===== config.mk =====
export PLATFORM = sky130hd
export DESIGN_NAME = abr_arbiter
export DESIGN_NICKNAME = d
export VERILOG_FILES = /design/src/rtl/abr_pkg.sv /design/src/rtl/abr_rr_pick.sv /design/src/rtl/abr_arbiter.sv
export SDC_FILE = /design/constraint.sdc
export NUM_CORES = 1
export LEC_CHECK = 0
export CORE_AREA = 2 2 39 41
export DETAILED_ROUTE_END_ITERATION = 8
export DIE_AREA = 0 0 41 43
export PLACE_DENSITY_LB_ADDON = 0.05
export SKIP_LAST_GASP = 1
export SYNTH_ARGS = -nofsm -noshare
export SYNTH_HDL_FRONTEND = slang
export SYNTH_SLANG_ARGS = --single-unit

===== constraint.sdc =====
create_clock -name clk -period 1.6 [get_ports clk]
set_input_delay 0.32 -clock clk [delete_from_list [all_inputs] [get_ports clk]]
set_output_delay 0.32 -clock clk [all_outputs]
set_load 0.05 [all_outputs]

===== src/rtl/abr_pkg.sv =====
// rtl/abr_pkg.sv - shared state type and one-hot helper for the round-robin arbiter
package abr_pkg;

  localparam int ABR_MAX_N = 32;

  typedef enum logic {
    ABR_IDLE = 1'b0,
    ABR_BUSY = 1'b1
  } abr_state_t;

  // Callers size-cast the result down to their own requester count.
  function automatic logic [ABR_MAX_N-1:0] abr_onehot(input logic [31:0] idx);
    return ABR_MAX_N'(1) << idx;
  endfunction

endpackage


===== src/rtl/abr_rr_pick.sv =====
// rtl/abr_rr_pick.sv - combinational round-robin pick: first set request bit at or above ptr, wrapping
import abr_pkg::*;

module abr_rr_pick #(
  parameter int N  = 2,
  parameter int PW = (N > 1) ? $clog2(N) : 1
) (
  input  logic [N-1:0]  request,
  input  logic [PW-1:0] ptr,
  output logic          valid,
  output logic [PW-1:0] idx
);

  logic [N-1:0] rot;

  // Rotate so that bit 0 of rot is request[ptr]; the lowest set bit then wins.
  assign rot = N'({request, request} >> ptr);

  always_comb begin
    int pos;
    valid = 1'b0;
    idx   = '0;
    pos   = 0;
    for (int i = N - 1; i >= 0; i--) begin
      if (rot[i]) begin
        pos = int'(ptr) + i;
        if (pos >= N) pos = pos - N;
        valid = 1'b1;
        idx   = PW'(pos);
      end
    end
  end

endmodule


===== src/rtl/abr_arbiter.sv =====
// rtl/abr_arbiter.sv - round-robin arbiter with registered one-hot grant and hold-time preemption
import abr_pkg::*;

module abr_arbiter #(
  parameter int N        = 2,
  parameter int MAX_HOLD = 4
) (
  input  logic         clk,
  input  logic         rst_n,
  input  logic [N-1:0] request,
  output logic [N-1:0] grant,
  output logic         busy,
  output logic         preempt
);

  localparam int PW = (N > 1) ? $clog2(N) : 1;
  localparam int CW = (MAX_HOLD > 0) ? $clog2(MAX_HOLD + 1) : 1;
  localparam logic [CW-1:0] HOLD_MAX = CW'(MAX_HOLD);

  abr_state_t    state_q, state_d;
  logic [N-1:0]  grant_q, grant_d;
  logic          preempt_q, preempt_d;
  logic [PW-1:0] ptr_q, ptr_d;
  logic [PW-1:0] owner_q, owner_d;
  logic [CW-1:0] hold_q, hold_d;

  logic          pick_valid;
  logic [PW-1:0] pick_idx;
  logic [N-1:0]  own_mask;
  logic [PW-1:0] ptr_after_owner;
  logic          timeout;

  abr_rr_pick #(.N(N), .PW(PW)) u_pick (
    .request (request),
    .ptr     (ptr_q),
    .valid   (pick_valid),
    .idx     (pick_idx)
  );

  assign own_mask        = N'(abr_onehot(32'(owner_q)));
  assign ptr_after_owner = (owner_q == PW'(N - 1)) ? '0 : owner_q + PW'(1);
  // Preemption only fires when someone else is actually waiting.
  assign timeout = (MAX_HOLD != 0) && (hold_q == HOLD_MAX) && ((request & ~own_mask) != '0);

  always_comb begin
    state_d   = state_q;
    grant_d   = grant_q;
    preempt_d = 1'b0;
    ptr_d     = ptr_q;
    owner_d   = owner_q;
    hold_d    = hold_q;
    case (state_q)
      ABR_IDLE: begin
        if (pick_valid) begin
          state_d = ABR_BUSY;
          owner_d = pick_idx;
          grant_d = N'(abr_onehot(32'(pick_idx)));
          hold_d  = CW'(1);
        end
      end
      ABR_BUSY: begin
        // Release has priority over timeout, so a simultaneous drop never pulses preempt.
        if (!request[owner_q]) begin
          state_d = ABR_IDLE;
          grant_d = '0;
          ptr_d   = ptr_after_owner;
          hold_d  = '0;
        end else if (timeout) begin
          state_d   = ABR_IDLE;
          grant_d   = '0;
          preempt_d = 1'b1;
          ptr_d     = ptr_after_owner;
          hold_d    = '0;
        end else if (hold_q < HOLD_MAX) begin
          hold_d = hold_q + CW'(1);
        end
      end
      default: begin
        state_d = ABR_IDLE;
        grant_d = '0;
      end
    endcase
  end

  always_ff @(posedge clk or negedge rst_n) begin
    if (!rst_n) begin
      state_q   <= ABR_IDLE;
      grant_q   <= '0;
      preempt_q <= 1'b0;
      ptr_q     <= '0;
      owner_q   <= '0;
      hold_q    <= '0;
    end else begin
      state_q   <= state_d;
      grant_q   <= grant_d;
      preempt_q <= preempt_d;
      ptr_q     <= ptr_d;
      owner_q   <= owner_d;
      hold_q    <= hold_d;
    end
  end

  assign grant   = grant_q;
  assign preempt = preempt_q;
  assign busy    = (state_q == ABR_BUSY);

endmodule

==> flow_metrics.env <==
export IMPL_cp_arrival_ps=1610
export IMPL_gp_congestion=0.8059
export IMPL_synth_top_area_share_pct=46.75
export IMPL_yosys_register_bits=9
export IMPL_cts_max_path_buffers=2
export IMPL_final_cells=77
export IMPL_postCtsSetupBuffers=0
export IMPL_hold_path_class="in -> async"
export IMPL_synth_ff_type="dfrtp_1"
export IMPL_crit_type="in -> reg"
export IMPL_fin_setup_tns_ps=0
export IMPL_grt_antenna_before_repair=0
export IMPL_cap_violations=0
export IMPL_synthTopCellsByArea="dfrtp_1 (47%), ha_1 (5.2%), a21oi_1 (4.2%)"
export IMPL_dr_wl_met3_um=48
export IMPL_finalSetupViolCount=0
export IMPL_outcome="complete, no violations"
export IMPL_start_kind="primary input"
export IMPL_grt_max_degree=10
export IMPL_syn_num_nets=51
export IMPL_top_layer="met4"
export IMPL_fillCellCount=127
export IMPL_grt_pass1_wl_um=1794
export IMPL_final_hold_violation_count=0
export IMPL_layout_nets=68
export IMPL_r2r_start="hold_q[1]$_DFFE_PN0P_"
export IMPL_slew_viol_final=0
export IMPL_grt_pass1_vias=414
export IMPL_stdcell_area_um2=635.6
export IMPL_wl_met2_um=495
export IMPL_ys_types=27
export IMPL_syn_to_final_growth_pct=31.95
export IMPL_drc_errors=0
export IMPL_synth_edf_count=0
export IMPL_wl_um=1021
export IMPL_dieArea_mm2=0.001763
export IMPL_detail_route_antenna_nets=0
export IMPL_rsz0062_at_grt="no"
export IMPL_wl_per_cell_um=13.26
export IMPL_initial_core_util_pct=34.81
export IMPL_grt_usage_pct=15.94
export IMPL_core_rowCount=14
export IMPL_min_period_ps=1469
export IMPL_synth_area_um2=481.7
export IMPL_path_max_fanout=6
export IMPL_power_density_mw_per_mm2=1840
export IMPL_r2r_cells=5
export IMPL_yosysTopAreaCell="dfrtp_1"
export IMPL_max_freq_mhz=680.5
export IMPL_die_w_um=41
export IMPL_die_h_um=43
export IMPL_dpl_hpwl_um=797.3
export IMPL_async_flop_share_pct=100.0
export IMPL_cts_htree_levels=1
export IMPL_drt_pass1_iter_count=4
export IMPL_clockPowerShare_pct=15.2
export IMPL_worst_ir_drop_vdd_mv=0.8888
export IMPL_ys_warnings_count=0
export IMPL_post_route_period_util_pct=91.84
export IMPL_pwr_share_seq_pct=34.6
export IMPL_worst_skew_pair_late_latency_ps=260
export IMPL_p_sw_mw=0.4908
export IMPL_power_internal_mw=0.6785
export IMPL_root_buffer="clkbuf_4"
export IMPL_yosysSeqAreaShare_pct=46.75
export IMPL_vias=385
export IMPL_holdWs_ps=358.6
export IMPL_dp_cells=73
export IMPL_swShare_pct=41.97
export IMPL_startpoint="request[1]"
export IMPL_worst_setup_path_end_kind="flip-flop"
export IMPL_post_dp_cell_area_um2=608.1
export IMPL_cts_buffers=3
export IMPL_syn_inst=45
export IMPL_num_antenna_cells=0
export IMPL_wl_met1_um=462
export IMPL_worstMarginPinSlew_ps=424.3
export IMPL_mostFrequentLayoutCells="dfrtp_1 (9), buf_4 (9), inv_1 (4), a21oi_1 (4)"
export IMPL_cts_hold_buffers=0
export IMPL_postCtsResizedCells=0
export IMPL_grt_remaining_overflow=0
export IMPL_clk_pin_slew_ps=70
export IMPL_p_leak_nw=0.3066
export IMPL_critPathRequiredTime_ps=1740
export IMPL_cts_sinks=9
export IMPL_avgSynthCellArea_um2=10.70
export IMPL_io_pins=8
export IMPL_core_mm2=0.001384
export IMPL_cts_tree="done"
export IMPL_power_total_mw=1.169
export IMPL_drtIter0Drc=6
export IMPL_layout_drive_gt1_share_pct=37.70
export IMPL_port_buffers=7
export IMPL_slew_headroom_pct=71.62
export IMPL_p_comb_share_pct=50.2
export IMPL_finClkSkew_ps=2.335
export IMPL_vias_per_cell=5.000
-- cells in the mapped netlist, drive strengths merged, types with 2 or more instances --
| cell type | instances |
|---|---|
| nor3 | 2 |
| and2 | 2 |
| nand2 | 3 |
| dfrtp | 9 |
| ha | 2 |
| mux2i | 2 |
| inv | 4 |
| a21oi | 4 |
-- power by group through the flow --
| stage | clock, mW | combinational, mW | sequential [mW] |
|---|---|---|---|
| 2_1_floorplan | 0 | 0.283 | 0.509 |
| 3_3_place_gp | 0 | 0.596 | 0.406 |
| 3_5_place_dp | 0 | 0.593 | 0.407 |
| 4_1_cts | 0.181 | 0.594 | 0.404 |
| 5_1_grt | 0.207 | 0.655 | 0.418 |
| 6_report | 0.178 | 0.587 | 0.404 |
-- stage by stage --
stage                     setup slack [ps]  utilization, %
final                                130.5           45.93
after global routing                 75.65           45.93
after CTS                            136.6           45.93
after detailed placement            -149.2           43.94
after global placement              -85.41           43.94
after floorplan                      172.6               -
-- per-layer routing --
layer	vias up	GRT usage (%)
li1	195	-
met2	10	23.75
met5	-	0
met1	178	20.00
met4	0	10.00
met3	2	3.141
-- flip-flops by register name (all words and copies together), names as in the netlist --
| signal | count |
|---|---|
| grant | 2 |
| preempt | 1 |
| ptr_q | 1 |
| owner_q | 1 |
| busy | 1 |
| hold_q | 3 |
-- layout make-up --
| cell class | count | area (um^2) | area share (%) |
|---|---|---|---|
| Timing Repair Buffer | 13 | 117.6 | 18.50 |
| Clock buffer | 3 | 22.52 | 3.543 |
| Clock inverter | 1 | 5.005 | 0.7874 |
| Inverter | 4 | 15.01 | 2.362 |
| Tap cell | 16 | 20.02 | 3.150 |
| Multi-Input combinational cell | 31 | 230.2 | 36.22 |
| Sequential cell | 9 | 225.2 | 35.43 |
-- critical path, cell delays in order --
cell and delay [ps]:
clkdlybuf4s50_1 510, mux2i_2 340, nor3_2 80, a311o_1 360
-- logic make-up after synthesis --
| family | share of synthesized area (%) |
|---|---|
| flops | 46.75 |
| fa+ha+maj | 5.194 |
| simple gates | 19.22 |
| compound gates | 18.44 |
| buf+inv | 5.453 |
| mux | 4.934 |
-- path summary, 6_finish.rpt --
path | to | slack [ps]
setup / recovery | hold_q[1]$_DFFE_PN0P_ | 130
setup reg to reg | hold_q[0]$_DFFE_PN0P_ | 190
max in group asynchronous | hold_q[2]$_DFFE_PN0P_ | 950
min in group clk | ptr_q$_DFFE_PN0P_ | 530
hold / removal | grant[0]$_DFFE_PN0P_ | 360
hold reg to reg | ptr_q$_DFFE_PN0P_ | 530
Power figures use the tool's default switching activity.
